--- src/rtl/visitor_gate_pkg.sv ---
// Shared constants, types and helpers for the visitor gate driver.
package visitor_gate_pkg;

  // Count ceiling shared by the driver and the word counter.
  localparam int unsigned MAX_COUNT = 20;

  // Parked word: contains neither "00" nor "11", so it never moves the counter.
  localparam logic [4:0] IDLE_WORD = 5'b01010;

  // Entry 0 is the rightmost element of each concatenation.
  localparam logic [3:0][4:0] HIPS_TABLE = {5'b01001, 5'b10001, 5'b00101, 5'b10010};
  localparam logic [3:0][4:0] NERD_TABLE = {5'b10110, 5'b11010, 5'b01101, 5'b11111};

  typedef enum logic [1:0] {
    IDLE,
    ISSUE,
    CHECK
  } state_e;

  // Hipsterian: at least one adjacent "00" pair.
  function automatic logic is_hips(input logic [4:0] w);
    return |(~(w[4:1] | w[3:0]));
  endfunction

  // Nerdian: at least one adjacent "11" pair.
  function automatic logic is_nerd(input logic [4:0] w);
    return |(w[4:1] & w[3:0]);
  endfunction

  function automatic logic [4:0] table_word(input logic sel, input logic [1:0] idx);
    return sel ? NERD_TABLE[idx] : HIPS_TABLE[idx];
  endfunction

  // Two BCD digits versus a binary count; out-of-range digits always mismatch.
  function automatic logic bcd_mismatch(input logic [7:0] d1, input logic [7:0] d0,
                                        input logic [4:0] expected);
    logic [7:0] value;
    value = 8'(d1 * 8'd10) + d0;
    return (d1 > 8'd9) || (d0 > 8'd9) || (value != {3'b000, expected});
  endfunction

endpackage

--- src/rtl/visitor_gate_driver_if.sv ---
// Command handshake plus the word-counter stream and its read-back lines.
// master: the control logic / word counter side; slave: the driver.
interface visitor_gate_driver_if #(
  parameter int unsigned CMD_W = 5
);
  logic             cmd_valid;
  logic             cmd_ready;
  logic             cmd_sel;
  logic             cmd_dir;
  logic [CMD_W-1:0] cmd_count;
  logic [4:0]       word;
  logic             selection;
  logic             mode;
  logic [7:0]       fb_h1;
  logic [7:0]       fb_h0;
  logic [7:0]       fb_n1;
  logic [7:0]       fb_n0;
  logic             fb_warning;

  modport master (
    output cmd_valid, cmd_sel, cmd_dir, cmd_count,
    output fb_h1, fb_h0, fb_n1, fb_n0, fb_warning,
    input  cmd_ready, word, selection, mode
  );

  modport slave (
    input  cmd_valid, cmd_sel, cmd_dir, cmd_count,
    input  fb_h1, fb_h0, fb_n1, fb_n0, fb_warning,
    output cmd_ready, word, selection, mode
  );
endinterface

--- src/rtl/visitor_shadow_counter.sv ---
// Mirror of one word-counter count: wraps to 0 past MAX_COUNT, saturates at 0.
module visitor_shadow_counter
  import visitor_gate_pkg::*;
(
  input  logic       clk,
  input  logic       rst,
  input  logic       en,
  input  logic       up,
  output logic [4:0] count
);

  logic [4:0] count_q;

  // Apply one accepted word to the shadow count.
  always_ff @(posedge clk or posedge rst) begin
    if (rst) begin
      count_q <= 5'd0;
    end else if (en) begin
      if (up) begin
        count_q <= (count_q == 5'(MAX_COUNT)) ? 5'd0 : count_q + 5'd1;
      end else begin
        count_q <= (count_q == 5'd0) ? 5'd0 : count_q - 5'd1;
      end
    end
  end

  assign count = count_q;

endmodule

--- src/rtl/visitor_gate_driver.sv ---
// Turns visit commands into the (word, selection, mode) stream for one word
// counter, shadows both counts and flags any divergence on read-back.
module visitor_gate_driver
  import visitor_gate_pkg::*;
#(
  parameter int unsigned CMD_W = 5
) (
  input  logic                  CLK,
  input  logic                  RST,
  visitor_gate_driver_if.slave  bus,
  output logic                  busy,
  output logic                  done,
  output logic                  err,
  output logic [4:0]            shadow_h,
  output logic [4:0]            shadow_n
);

  state_e     state_q;
  logic [4:0] word_q;
  logic       selection_q;
  logic       mode_q;
  logic [1:0] idx_q;
  logic [4:0] remaining_q;
  logic       done_q;
  logic       err_q;
  // Low on the first ISSUE edge: fb_warning then still reflects the idle word.
  logic       armed_q;

  logic [CMD_W-1:0] count_in;
  logic [4:0]       clamped;
  logic             word_ok;
  logic             en_h;
  logic             en_n;
  logic             fb_bad;

  // Clamp the requested count to the ceiling.
  always_comb begin
    count_in = bus.cmd_count;
    clamped  = (32'(count_in) > MAX_COUNT) ? 5'(MAX_COUNT) : 5'(count_in);
  end

  // Decide whether the word the counter samples at this edge moves a count.
  always_comb begin
    word_ok = selection_q ? is_nerd(word_q) : is_hips(word_q);
    en_h    = (state_q == ISSUE) && !selection_q && word_ok;
    en_n    = (state_q == ISSUE) && selection_q && word_ok;
    fb_bad  = bus.fb_warning
              || bcd_mismatch(bus.fb_h1, bus.fb_h0, shadow_h)
              || bcd_mismatch(bus.fb_n1, bus.fb_n0, shadow_n);
  end

  visitor_shadow_counter u_shadow_h (
    .clk   (CLK),
    .rst   (RST),
    .en    (en_h),
    .up    (mode_q),
    .count (shadow_h)
  );

  visitor_shadow_counter u_shadow_n (
    .clk   (CLK),
    .rst   (RST),
    .en    (en_n),
    .up    (mode_q),
    .count (shadow_n)
  );

  // Command FSM with registered counter-side outputs.
  always_ff @(posedge CLK or posedge RST) begin
    if (RST) begin
      state_q     <= IDLE;
      word_q      <= IDLE_WORD;
      selection_q <= 1'b0;
      mode_q      <= 1'b0;
      idx_q       <= 2'd0;
      remaining_q <= 5'd0;
      done_q      <= 1'b0;
      err_q       <= 1'b0;
      armed_q     <= 1'b0;
    end else begin
      done_q <= 1'b0;
      unique case (state_q)
        IDLE: begin
          if (bus.cmd_valid) begin
            err_q <= 1'b0;
            if (clamped == 5'd0) begin
              done_q <= 1'b1;
            end else begin
              word_q      <= table_word(bus.cmd_sel, idx_q);
              selection_q <= bus.cmd_sel;
              mode_q      <= bus.cmd_dir;
              idx_q       <= idx_q + 2'd1;
              remaining_q <= clamped;
              armed_q     <= 1'b0;
              state_q     <= ISSUE;
            end
          end
        end
        ISSUE: begin
          if (armed_q && bus.fb_warning) begin
            err_q <= 1'b1;
          end
          armed_q <= 1'b1;
          if (remaining_q == 5'd1) begin
            word_q      <= IDLE_WORD;
            selection_q <= 1'b0;
            mode_q      <= 1'b0;
            state_q     <= CHECK;
          end else begin
            word_q      <= table_word(selection_q, idx_q);
            idx_q       <= idx_q + 2'd1;
            remaining_q <= remaining_q - 5'd1;
          end
        end
        CHECK: begin
          if (fb_bad) begin
            err_q <= 1'b1;
          end
          done_q  <= 1'b1;
          state_q <= IDLE;
        end
        default: state_q <= IDLE;
      endcase
    end
  end

  assign bus.cmd_ready = (state_q == IDLE);
  assign bus.word      = word_q;
  assign bus.selection = selection_q;
  assign bus.mode      = mode_q;
  assign busy          = (state_q != IDLE);
  assign done          = done_q;
  assign err           = err_q;

endmodule

--- src/flat_wrapper.sv ---
// flat-port wrapper written by rule: the top's interface ports become plain ports
module visitor_gate_driver_flat import visitor_gate_pkg::*;
#(
  parameter int unsigned CMD_W = 5
)
  (CLK, RST, busy, done, err, shadow_h, shadow_n, bus_cmd_valid, bus_cmd_sel, bus_cmd_dir, bus_cmd_count, bus_fb_h1, bus_fb_h0, bus_fb_n1, bus_fb_n0, bus_fb_warning, bus_cmd_ready, bus_word, bus_selection, bus_mode);
  visitor_gate_driver_if #(.CMD_W(CMD_W)) bus_i ();
  input  logic CLK;
  input  logic RST;
  output logic busy;
  output logic done;
  output logic err;
  output logic [4:0] shadow_h;
  output logic [4:0] shadow_n;
  input wire logic [$bits(bus_i.cmd_valid)-1:0] bus_cmd_valid;
  input wire logic [$bits(bus_i.cmd_sel)-1:0] bus_cmd_sel;
  input wire logic [$bits(bus_i.cmd_dir)-1:0] bus_cmd_dir;
  input wire logic [$bits(bus_i.cmd_count)-1:0] bus_cmd_count;
  input wire logic [$bits(bus_i.fb_h1)-1:0] bus_fb_h1;
  input wire logic [$bits(bus_i.fb_h0)-1:0] bus_fb_h0;
  input wire logic [$bits(bus_i.fb_n1)-1:0] bus_fb_n1;
  input wire logic [$bits(bus_i.fb_n0)-1:0] bus_fb_n0;
  input wire logic [$bits(bus_i.fb_warning)-1:0] bus_fb_warning;
  output wire logic [$bits(bus_i.cmd_ready)-1:0] bus_cmd_ready;
  output wire logic [$bits(bus_i.word)-1:0] bus_word;
  output wire logic [$bits(bus_i.selection)-1:0] bus_selection;
  output wire logic [$bits(bus_i.mode)-1:0] bus_mode;
  assign bus_i.cmd_valid = bus_cmd_valid;
  assign bus_i.cmd_sel = bus_cmd_sel;
  assign bus_i.cmd_dir = bus_cmd_dir;
  assign bus_i.cmd_count = bus_cmd_count;
  assign bus_i.fb_h1 = bus_fb_h1;
  assign bus_i.fb_h0 = bus_fb_h0;
  assign bus_i.fb_n1 = bus_fb_n1;
  assign bus_i.fb_n0 = bus_fb_n0;
  assign bus_i.fb_warning = bus_fb_warning;
  assign bus_cmd_ready = bus_i.cmd_ready;
  assign bus_word = bus_i.word;
  assign bus_selection = bus_i.selection;
  assign bus_mode = bus_i.mode;
  visitor_gate_driver #(.CMD_W(CMD_W)) u_core (.CLK(CLK), .RST(RST), .bus(bus_i), .busy(busy), .done(done), .err(err), .shadow_h(shadow_h), .shadow_n(shadow_n));
endmodule
--- config.mk ---
export PLATFORM = sky130hd
export DESIGN_NAME = visitor_gate_driver_flat
export DESIGN_NICKNAME = d
export VERILOG_FILES = /design/src/rtl/visitor_gate_pkg.sv /design/src/rtl/visitor_gate_driver_if.sv /design/src/rtl/visitor_shadow_counter.sv /design/src/rtl/visitor_gate_driver.sv /design/src/flat_wrapper.sv
export SDC_FILE = /design/constraint.sdc
export NUM_CORES = 1
export LEC_CHECK = 0
export ABC_AREA = 1
export CAP_MARGIN = 30
export CORE_ASPECT_RATIO = 1.1
export CORE_MARGIN = 2
export CORE_UTILIZATION = 53
export CTS_CLUSTER_SIZE = 40
export DETAILED_ROUTE_END_ITERATION = 16
export HOLD_SLACK_MARGIN = 0.06
export PLACE_DENSITY_LB_ADDON = 0.3
export SYNTH_ARGS = -nofsm -noshare
export SYNTH_HDL_FRONTEND = slang
export SYNTH_SLANG_ARGS = --single-unit
--- constraint.sdc ---
create_clock -name CLK -period 1.8 [get_ports CLK]
set_input_delay 0.18 -clock CLK [delete_from_list [all_inputs] [get_ports CLK]]
set_output_delay 0.18 -clock CLK [all_outputs]
set_load 0.02 [all_outputs]
==> metrics.txt <==
outcome=finished with violations; violated checks=negative setup slack; Boundary Pins=64; Max FO, Critical Path=3; footprint of the multi-input gates=0.002336 mm^2; share of cells above drive strength 1=0.1860; worst slew pin tran=~0.4 ns; power share of the clock group=0.098; Synth Cell Area=0.003110 mm^2; vias per inst=5.316; Inserted Diodes=0; Async SR Flop Fraction=1.000; P_sw=2.877 mW; Slew headroom=0.7321; combinational share of power=0.669; Seq pwr share=0.233; Pre-Repair DR Iteration Count=4; Nets=about 630; DIE WIDTH=about 77 um; pre-CTS setup slack=-1.087 ns; Arr. time, crit path=2.42 ns; grt total ovfl=0; CP Launch Type=input port; Worst-path clk slew=0.07 ns; DRC=0; Max-Cap Viols=0; Hold Fails Final Rpt=0; worst clock skew=0.005458 ns; Vias=around 3.3k; placer's final routability congestion estimate=approximately 0.83; CORE AREA=approximately 0.0057 mm^2; switch share=0.4941; Final Power=slightly below 6 mW; Pleak=2.121 nW; vias in the first global route=between 3k and 4k; CTS tree=yes; Die Area=between 0.006 and 0.007 mm^2; Area growth syn-to-layout=39.86%; register area share after synthesis=0.2341; Fmax achieved=roughly 450 MHz; CTS buffer count=5; Pwr per Cell Area=approximately 1300 mW/mm^2; post-route ant nets=0; PortBufs=63; most common cell after layout, fill and taps aside=nand2_1; most frequent cells in the layout=106 x nand2_1, 50 x inv_1, 48 x clkdlybuf4s50_1; top cell type's share of synthesized area=0.2172; largest area contributor in the netlist=dfrtp_1; GRT Util Overall=0.2530; WL/cell=13.64 um; maximum VDD drop=about 0.0013 V; Max Slew Vio Count=0; main flop type after synthesis=dfrtp_1; largest net degree at the start of global routing=30; Filler cells=between 400 and 500; max incr delay on CP=roughly 0.36 ns; worst setup margin=-0.4372 ns; synth top area cells=dfrtp_1 22%, ha_1 17%, nand2_1 13%, inv_1 6.4%, o21ai_0 5.5%; Synth Instances=about 440; register area=between 700 and 800 um^2; CTS H-tree lvls=2; Die Span Y=approximately 84 um; library cells used by synthesis=39; YS warnings=0; hold crit path type=input port to asynchronous set/reset pin; Mapped Nets=~530; initial DRC count=114; EDFF count, synth=0; final period utilization=1.243; Setup CP Type=input port to flip-flop; count of final setup violators=1; worst skew pair latency=between 0.2 and 0.3 ns; Max Root-Sink Buffers=2; dpl hpwl=6216 um; RSZ-0062 raised after global routing=yes; Post-Route Setup TNS=-0.4372 ns; Root Driver=clkbuf_8; Post-Route WL=around 8500 um; Yosys reg bits=29; initial antenna violation count=0; area of placed instances=slightly above 0.004 mm^2; Req. time, crit path=1.98 ns; global-route wire length before repair=13550 um; final hold slack=0.2728 ns; # rows=29; design area=0.004350 mm^2; Int Pwr=roughly 2.9 mW; min cycle time layout=~2.2 ns; Critical Path Sink Type=flip-flop; critical-path cell list=buf_6 > ha_4 > ha_4 > fa_2 > xor2_1 > ha_1 > a21oi_2 > o21ai_1 > a21oi_1 > nand3_1 > a21oi_2 > nand3_2 > nand3_2 > nand2_1; slowest cell on the critical path=fa_2; cts hold-fix bufs=0; Starting Density=0.5426; Syn Area/Cell=between 7 and 8 um^2; clk sinks=29
[cells by family after synthesis]
family,synth area share
AOI/OAI and AO/OA,0.1504
xor gates and xnor gates,0.06436
adders and majority gates,0.1987
buffers and inverters,0.08608
DFF,0.2341
and+or+nand+nor,0.2663
[synthesized netlist by cell type, types with 3 or more instances]
| cell type | count |
|---|---|
| xnor2_1 | 5 |
| nand3b_1 | 3 |
| inv_1 | 53 |
| nand3_1 | 22 |
| o21ai_0 | 34 |
| nand4_1 | 5 |
| nand2_1 | 107 |
| o211ai_1 | 5 |
| dfrtp_1 | 27 |
| a31oi_1 | 3 |
| a21oi_1 | 17 |
| fa_1 | 4 |
| nor3_1 | 6 |
| o22ai_1 | 6 |
| inv_4 | 3 |
| inv_2 | 7 |
| o21ai_1 | 7 |
| nor2_1 | 42 |
| or2_0 | 3 |
| ha_1 | 43 |
| xor2_1 | 16 |
| nand2_2 | 3 |
[area by class of cell]
class | instances | area share
multi-input combinational | 346 | 0.5370
timing repair buffer | 97 | 0.1967
sequential | 29 | 0.1674
inverter | 63 | 0.05608
tap | 77 | 0.02215
clock buffer | 8 | 0.02071
[per-stage QoR]
step                  util  instances
floorplan                -        441
global placement    0.7106        608
detailed placement  0.7106        608
CTS                 0.7499        618
global route        0.7588        620
finish              0.7588        620
[critical path: cells and delay by family]
family	cells	cell delay, ns
AOI/OAI and AO/OA	4	0.54
buffers and inverters	1	0.10
adders and majority gates	4	1.11
and+or+nand+nor	4	0.32
xor gates and xnor gates	1	0.18
[registers in the layout, summed over array words and instances (netlist names)]
signal / cells
u_core.bus.selection: 1
u_core.err: 1
u_core.state_q: 2
u_core.done: 1
u_core.u_shadow_n.count: 5
u_core.armed_q: 1
u_core.bus.word: 5
u_core.remaining_q: 5
u_core.u_shadow_h.count: 5
u_core.bus.mode: 1
u_core.idx_q: 2
[per-layer routing]
metal / part of all wire / vias up / wire length, um / global-route usage
met2: 0.52 / 88 / 4440 / 0.4649
met3: 0.042 / 12 / 357 / 0.03871
li1: - / 1657 / - / -
met1: 0.42 / 1539 / 3548 / 0.3020
met4: 0.013 / 0 / 112 / 0.08117
met5: 0 / - / 0 / 0
[final timing paths]
check	startpoint	to	slack, ns	cells after the start
setup / recovery	bus_fb_h1[1]	u_core.err	-0.44	14
hold / removal	RST	u_core.u_shadow_h.count[0]	0.27	3
setup reg to reg	u_core.state_q[1]	u_core.remaining_q[2]	0.07	11
hold reg to reg	u_core.err	u_core.err	0.49	2
max in group asynchronous	RST	u_core.bus.word[3]	1.21	3
min in group CLK	u_core.err	u_core.err	0.49	2
[what timing repair did]
item,in CTS,in global routing
buffers inserted,2,2
pin swaps,24,23
resized for setup,56,19
endpoints found under the setup margin,3,6
[power groups by stage]
stage,clock (mW),combinational (mW),sequential (mW)
finish,0.573,3.89,1.36
CTS,0.580,3.78,1.34
global placement,0,3.58,1.33
global route,0.617,4.31,1.39
floorplan,0,2.28,1.50
detailed placement,0,3.69,1.35
Power figures use the tool's default switching activity.
